--- config.mk ---
export PLATFORM = sky130hd
export DESIGN_NAME = if_stage
export DESIGN_NICKNAME = d
export VERILOG_FILES = /design/src/rtl/if_stage.sv
export SDC_FILE = /design/constraint.sdc
export NUM_CORES = 1
export LEC_CHECK = 0
export BUFFER_PORTS_ARGS = -buffer_cell sky130_fd_sc_hd__buf_2
export CAP_MARGIN = 40
export CORE_ASPECT_RATIO = 0.75
export CORE_MARGIN = 2
export CORE_UTILIZATION = 45
export CTS_BUF_LIST = sky130_fd_sc_hd__clkbuf_2
export DETAILED_ROUTE_END_ITERATION = 12
export GPL_TIMING_DRIVEN = 0
export PLACE_DENSITY_LB_ADDON = 0.1
export SLEW_MARGIN = 10
export SYNTH_ARGS = -nofsm -noshare
export SYNTH_HDL_FRONTEND = slang
export SYNTH_SLANG_ARGS = --single-unit
--- constraint.sdc ---
create_clock -name clk -period 1.7 [get_ports clk]
set_input_delay 0.085 -clock clk [delete_from_list [all_inputs] [get_ports clk]]
set_output_delay 0.085 -clock clk [all_outputs]
set_load 0.02 [all_outputs]
--- src/rtl/if_stage.sv ---
// Instruction fetch stage.
// Keeps the fetch PC, issues instruction SRAM reads and presents {pc, inst}
// to decode. A redirect that arrives while fetch is stalled is held as a
// pending target and applied by the next SRAM read.
// When the macro IF_INST_BUF_EN is defined, a one-entry buffer holds the
// instruction during a decode stall, so the SRAM output need not hold.
// When it is undefined, the SRAM must hold its read data while en = 0.
module if_stage (
  input  logic        clk,
  input  logic        reset,
  input  logic        ds_allowin,
  input  logic        br_taken,
  input  logic [31:0] br_target,
  output logic        fs_to_ds_valid,
  output logic [63:0] fs_to_ds_bus,
  output logic        inst_sram_en,
  output logic        inst_sram_we,
  output logic [31:0] inst_sram_addr,
  output logic [31:0] inst_sram_wdata,
  input  logic [31:0] inst_sram_rdata
);

  // Chosen so that the first sequential fetch lands on 0x1C000000.
  localparam logic [31:0] ResetPc = 32'h1BFF_FFFC;

  logic        r_fs_valid;
  logic [31:0] r_fs_pc;
  logic        r_br_pend;
  logic [31:0] r_pend_target;

  logic        w_to_fs_valid;
  logic        w_fs_allowin;
  logic [31:0] w_seq_pc;
  logic [31:0] w_nextpc;
  logic [31:0] w_fs_inst;

  assign w_to_fs_valid = ~reset;
  assign w_fs_allowin  = ~r_fs_valid | ds_allowin;
  assign w_seq_pc      = r_fs_pc + 32'd4;

  // A fresh redirect beats an older pending one.
  assign w_nextpc = br_taken  ? br_target     :
                    r_br_pend ? r_pend_target :
                                w_seq_pc;

  assign inst_sram_en    = w_to_fs_valid & w_fs_allowin;
  assign inst_sram_we    = 1'b0;
  assign inst_sram_addr  = w_nextpc;
  assign inst_sram_wdata = 32'd0;

  // The held instruction is wrong-path while any redirect is in flight.
  assign fs_to_ds_valid = r_fs_valid & ~br_taken & ~r_br_pend & ~reset;
  assign fs_to_ds_bus   = {r_fs_pc, w_fs_inst};

  // Fetch PC and valid advance only when a read is issued.
  always_ff @(posedge clk) begin
    if (reset) begin
      r_fs_valid <= 1'b0;
      r_fs_pc    <= ResetPc;
    end else if (inst_sram_en) begin
      r_fs_valid <= 1'b1;
      r_fs_pc    <= w_nextpc;
    end
  end

  // Park a redirect that cannot be fetched yet; the next issued read consumes it.
  always_ff @(posedge clk) begin
    if (reset) begin
      r_br_pend     <= 1'b0;
      r_pend_target <= 32'd0;
    end else if (br_taken && !w_fs_allowin) begin
      r_br_pend     <= 1'b1;
      r_pend_target <= br_target;
    end else if (inst_sram_en) begin
      r_br_pend     <= 1'b0;
    end
  end

`ifdef IF_INST_BUF_EN
  logic        r_buf_valid;
  logic [31:0] r_inst_buf;

  // Capture the SRAM data on the first stalled cycle; release once fetch moves.
  always_ff @(posedge clk) begin
    if (reset) begin
      r_buf_valid <= 1'b0;
      r_inst_buf  <= 32'd0;
    end else if (w_fs_allowin) begin
      r_buf_valid <= 1'b0;
    end else if (r_fs_valid && !ds_allowin && !r_buf_valid) begin
      r_buf_valid <= 1'b1;
      r_inst_buf  <= inst_sram_rdata;
    end
  end

  assign w_fs_inst = r_buf_valid ? r_inst_buf : inst_sram_rdata;
`else
  assign w_fs_inst = inst_sram_rdata;
`endif

endmodule

Yosys cells after proc, flatten, opt, wreduce, memory -nomap -nowiden:

Index checks and enable logic that the tools add are counted.

* flip-flop bits (word level): 66
* input port bits: 68
* output and inout port bits: 131
* logic and storage cells: 21

* add/sub/neg operators: 1
* mux-type cells: 4
* bitwise gates (word level): 9
* reduce and logical (&&, ||, !) cells: 3

Operators with widths (count)
* two-way mux 32 bit: 2
* adder 32 x 3 -> 32 bit (second input constant): 1
* AND 1 bit: 4
* inverter 1 bit: 4
* two-way mux 1 bit: 2
* nonzero test 2 bit: 1
* logical AND 1 bit: 1
* logical NOT 1 bit: 1
* bitwise OR 1 bit: 1

Depth between registers and ports, before layout:

* depth in word-level cells: 5
* gate-level depth with buffers: 7
* depth with buffers taken out: 6

Worst setup path after synthesis:

Ideal clock, no wire load.

* path kind: register to register
* start point: reg r_fs_pc[2]
* end point: reg r_fs_pc[10]
* arrival time: 2.194 ns
* path slack: -0.554 ns
* cell stages (with the launch flop): 8
* path buffers: 1
* clock period less this slack: 2.254 ns
* path through: dfxtp_1 > ha_1 > and4_1 > buf_2 > nand2_1 > xor2_1 > a221oi_1 > o22a_1

* cells in the longest elaborated chain, start to end: 3

Ends and longest elaborated chain
* start, declared: RTL line 27 `logic [31:0] r_fs_pc;`
* start signal, assigned: RTL line 59 `r_fs_pc <= ResetPc;`
* start signal, assigned: RTL line 62 `r_fs_pc <= w_nextpc;`
* adder 32 x 3 -> 32 bit: RTL line 39 `assign w_seq_pc = r_fs_pc + 32'd4;`
* two-way mux 32 bit: RTL line 43 `r_br_pend ? r_pend_target :`
* two-way mux 32 bit: RTL line 42 `assign w_nextpc = br_taken ? br_target :`
* via inst_sram_addr[10]: RTL line 18 `output logic [31:0] inst_sram_addr,`

The timed path passes the listed nets, and every way through them passes these cells.
A chain may end at the register's enable or synchronous reset.

Worst setup path in the final report:

* start point: reg r_fs_pc[3]
* end point: out inst_sram_addr[20]

* cells in the longest elaborated chain, start to end: 3

Ends and longest elaborated chain (RTL line)
* adder 32 x 3 -> 32 bit: 39
* two-way mux 32 bit: 43
* two-way mux 32 bit: 42
* end, declared: 18

Every way passes these cells.

==> run_results.csv <==
group,metric,value,unit
run_status,run_status,"finished with violations",
run_status,failing_checks,"setup timing",
synthesis,ys_types,70,
placement,place_hpwl,12400,µm
die,pin_count,199,
grt,first_global_vias,5286,
final_layout,final_design_utilization,0.758,
critical_path,crit_arrival,2.41,ns
sta,grt_setup_unrepaired,"true",
sta,tightest_slew,0.911,ns
power,seq_power_share,0.334,
route,post_drt_via_cell_ratio,5.88,
die,dieHeight,90.5,µm
grt,global_route.usage.total,0.331,
synthesis,combinational_family_with_the_most_area_after_synthesis,"simple AND/OR/NAND/NOR gates",
placement,numPortBuffers,132,
final_layout,fill_cells,755,
critical_path,endpoint_kind,"output pin",
sta,timing.final.crit_period,2.50,ns
power,power.share.switching,0.403,
route,antenna_violating_nets_post_route,0,
synthesis,postSynth.asyncResetShare,0,
run,cap_viol_max_count,0,
clocking,clock_sinks,66,
route,firstDrtPassIters,6,
sta,final_critical_path_setup_slack,-0.799,ns
clocking,cts-htree-levels,3,
synthesis,synthesis.area,4490,µm²
power,share_clk_of_total_power,0.216,
route,detailed_route_wire_length,19500,µm
power,cell_internal_pwr,3.22,mW
sta,fmax,400,MHz
die,initial_core_util,0.463,
power,ir_drop,0.519,mV
grt,gr-total-overflow,0,
synthesis,synth.area.mux_share,0.00892,
grt,grt_first_pass_wirelength,27700,µm
die,fp.dieArea,10800,µm²
final_layout,most_frequent_cells_in_the_layout,"buf_4, nand2_1, buf_2",
placement,gp_routability_congestion,0.917,
grt,initial_antenna_violation_count,0,
die,die_w,119,µm
grt,largest_net_degree_at_the_start_of_global_routing,13,
synthesis,seq_total_area_yosys,0.294,
synthesis,synth_cells,616,
route,dr.first_iter.drc_count,730,
critical_path,r2r_setup_slack,-0.46,ns
synthesis,synth_top_cell_by_area,"dfxtp_1",
sta,final.setup_skew,0.0264,ns
sta,period_share,1.47,
final_layout,number_of_diodes,0,
synthesis,synth-simple-area-share,0.263,
clocking,clock-root-buffer,"clkbuf_2",
power,p_per_area,733,nW/µm²
route,detailroute.via_count,6037,
clocking,clk_pin_slew_worst_paths,0.22,ns
synthesis,post_synth.cell_area_avg,7.29,µm²
synthesis,ys_seq_elements,66,
clocking,ctsLongestPathBuffers,2,
power,total_switching_power,2.17,mW
sta,drv_slew,0,
clocking,tritoncts.num_buffers,9,
placement,dp_worst_setup_slack,-0.652,ns
power,combinational_cell_fraction_of_total_power,0.450,
critical_path,timing.critical_path.required,1.62,ns
clocking,clkLatencyLatePin,0.60,ns
sta,setup_violations,47,
synthesis,yosys_most_used_dff,"dfxtp_1",
route,avg_wl_per_cell,19.0,µm
synthesis,synth-edff-count,0,
hold_path,timing.hold.worst.class,"input pin to flip-flop",
critical_path,worst-path-max-fanout,8,
critical_path,critical_path_class,"flip-flop to output pin",
final_layout,post_route_cells_drive_above_1_share,0.478,
die,core,9700,µm²
clocking,clock_tree_from_tritoncts,"done",
synthesis,synth_fa_ha_area_frac,0.00279,
synthesis,yosys_warnings,0,
synthesis,synth_top_cells_by_area,"dfxtp_1, buf_4, nand2_1",
final_layout,final_nets,958,
sta,timing.max_slew.rel_slack,0.393,
synthesis,yosys.area.top_type_share,0.294,
power,total_leakage_power,3.18,nW
final_layout,mostFrequentLayoutCell,"buf_4",
sta,finalHoldViolCount,0,
die,rows,31,
critical_path,worstSetupStartpointType,"flip-flop",
synthesis,yosys.area_share.xor_xnor,0.0351,
sta,timing.hold.ws,0.105,ns
synthesis,synth-compound-area-share,0.237,
route,drt_drc_violations_left,0,
final_layout,area_growth,63.7,%
## power by group through the flow
stage               registers, mW  clock network, mW  logic (mW)
finish                       1.80               1.16        2.42
global route                 1.81               1.22        2.53
CTS                          1.78               1.15        2.11
detailed placement           1.84                  0        1.70
global placement             1.84                  0        1.67
floorplan                    1.90                  0        1.13
## what timing repair did
action                                  in CTS  in global routing
endpoints found under the setup margin      65                 72
cloned                                       0                  1
pin swaps                                   46                 30
hold endpoints to repair                    51                  0
setup buffers                               47                 27
resized for setup                          134                 81
hold buffers                                33                  0
## synthesized netlist by cell type (2+ instances only)
| cell type | n |
|---|---|
| nand2_1 | 109 |
| buf_4 | 67 |
| a21oi_1 | 66 |
| dfxtp_1 | 66 |
| nor2_1 | 32 |
| clkbuf_1 | 30 |
| o21ai_1 | 19 |
| nor3_1 | 17 |
| o21ai_0 | 17 |
| nand3_1 | 16 |
| and3_1 | 12 |
| a31oi_1 | 11 |
| inv_1 | 11 |
| xor2_1 | 10 |
| nand4_1 | 9 |
| xnor2_1 | 8 |
| o21a_1 | 6 |
| o22a_1 | 6 |
| or3_1 | 6 |
| and4_1 | 5 |
| a221oi_1 | 4 |
| buf_1 | 4 |
| mux2i_1 | 4 |
| or3b_2 | 4 |
| a211oi_1 | 3 |
| a21o_1 | 3 |
| a221o_1 | 3 |
| a22o_1 | 3 |
| a311oi_1 | 3 |
| and2_1 | 3 |
| and3b_1 | 3 |
| buf_2 | 3 |
| inv_2 | 3 |
| nand3_2 | 3 |
| nor3b_1 | 3 |
| o22ai_1 | 3 |
| o31ai_1 | 3 |
| nand2b_1 | 2 |
| nand3b_1 | 2 |
| nor2b_1 | 2 |
| o211ai_1 | 2 |
| o221ai_1 | 2 |
## layout make-up
cell class | instances | area, µm² | share of cell area
timing repair buffer | 233 | 1690 | 0.230
multi-input combinational | 463 | 3110 | 0.423
tap | 132 | 165 | 0.0225
buffer | 102 | 758 | 0.103
sequential | 66 | 1420 | 0.193
clock inverter | 6 | 91.3 | 0.0124
inverter | 14 | 62.6 | 0.00851
clock buffer | 10 | 50.0 | 0.00681
## sequential cells by signal, indices dropped and copies added (netlist names)
signal and flops:
r_pend_target 32, r_fs_valid 1, r_fs_pc 32, r_br_pend 1
## path summary, 6_finish.rpt
kind,start,endpoint,depth (start not counted)
worst min register to register,r_pend_target[23]$_SDFFE_PP0P_,r_pend_target[23]$_SDFFE_PP0P_,2
worst max-delay path,r_fs_pc[3]$_SDFFE_PP1P_,inst_sram_addr[20],8
worst max register to register,r_fs_pc[4]$_SDFFE_PP1P_,r_fs_pc[8]$_SDFFE_PP1P_,11
worst min-delay path,reset,r_fs_pc[21]$_SDFFE_PP1P_,3
## routing by layer
metal / share of wire / vias up / track usage
met3: 0.14 / 69 / 0.0821
met4: 0.026 / 0 / 0.0922
met2: 0.44 / 508 / 0.513
met5: 0 / - / 0
met1: 0.39 / 2821 / 0.457
li1: - / 2639 / -
## cell families (layout without fill, tap and decap cells)
logic type | Yosys count | in the layout
fa+ha+maj | 1 | 1
mux | 4 | 4
xor+xnor | 18 | 18
flops | 66 | 66
buf+inv | 119 | 365
simple gates | 237 | 237
compound gates | 170 | 170
other cells | 1 | 33
## stage by stage
stage               TNS, ns  total power, mW  instance area [µm²]  cells
floorplan            -0.446             3.03                 4790    648
global placement     -13.00             3.51                 5610    912
detailed placement   -14.22             3.54                 5610    912
CTS                  -17.37             5.04                 6890   1003
global route         -22.69             5.55                 7350   1026
finish               -19.27             5.39                 7350   1026
## critical path, cell delays in order (launching register included)
cell and delay, ns:
dfxtp_4 0.45, ha_4 0.15, and4_1 0.19, buf_6 0.15, nand3_4 0.16, nor3_4 0.22
xnor2_1 0.09, o21ai_1 0.21, buf_4 0.19
(Power assumes the default switching activity.)
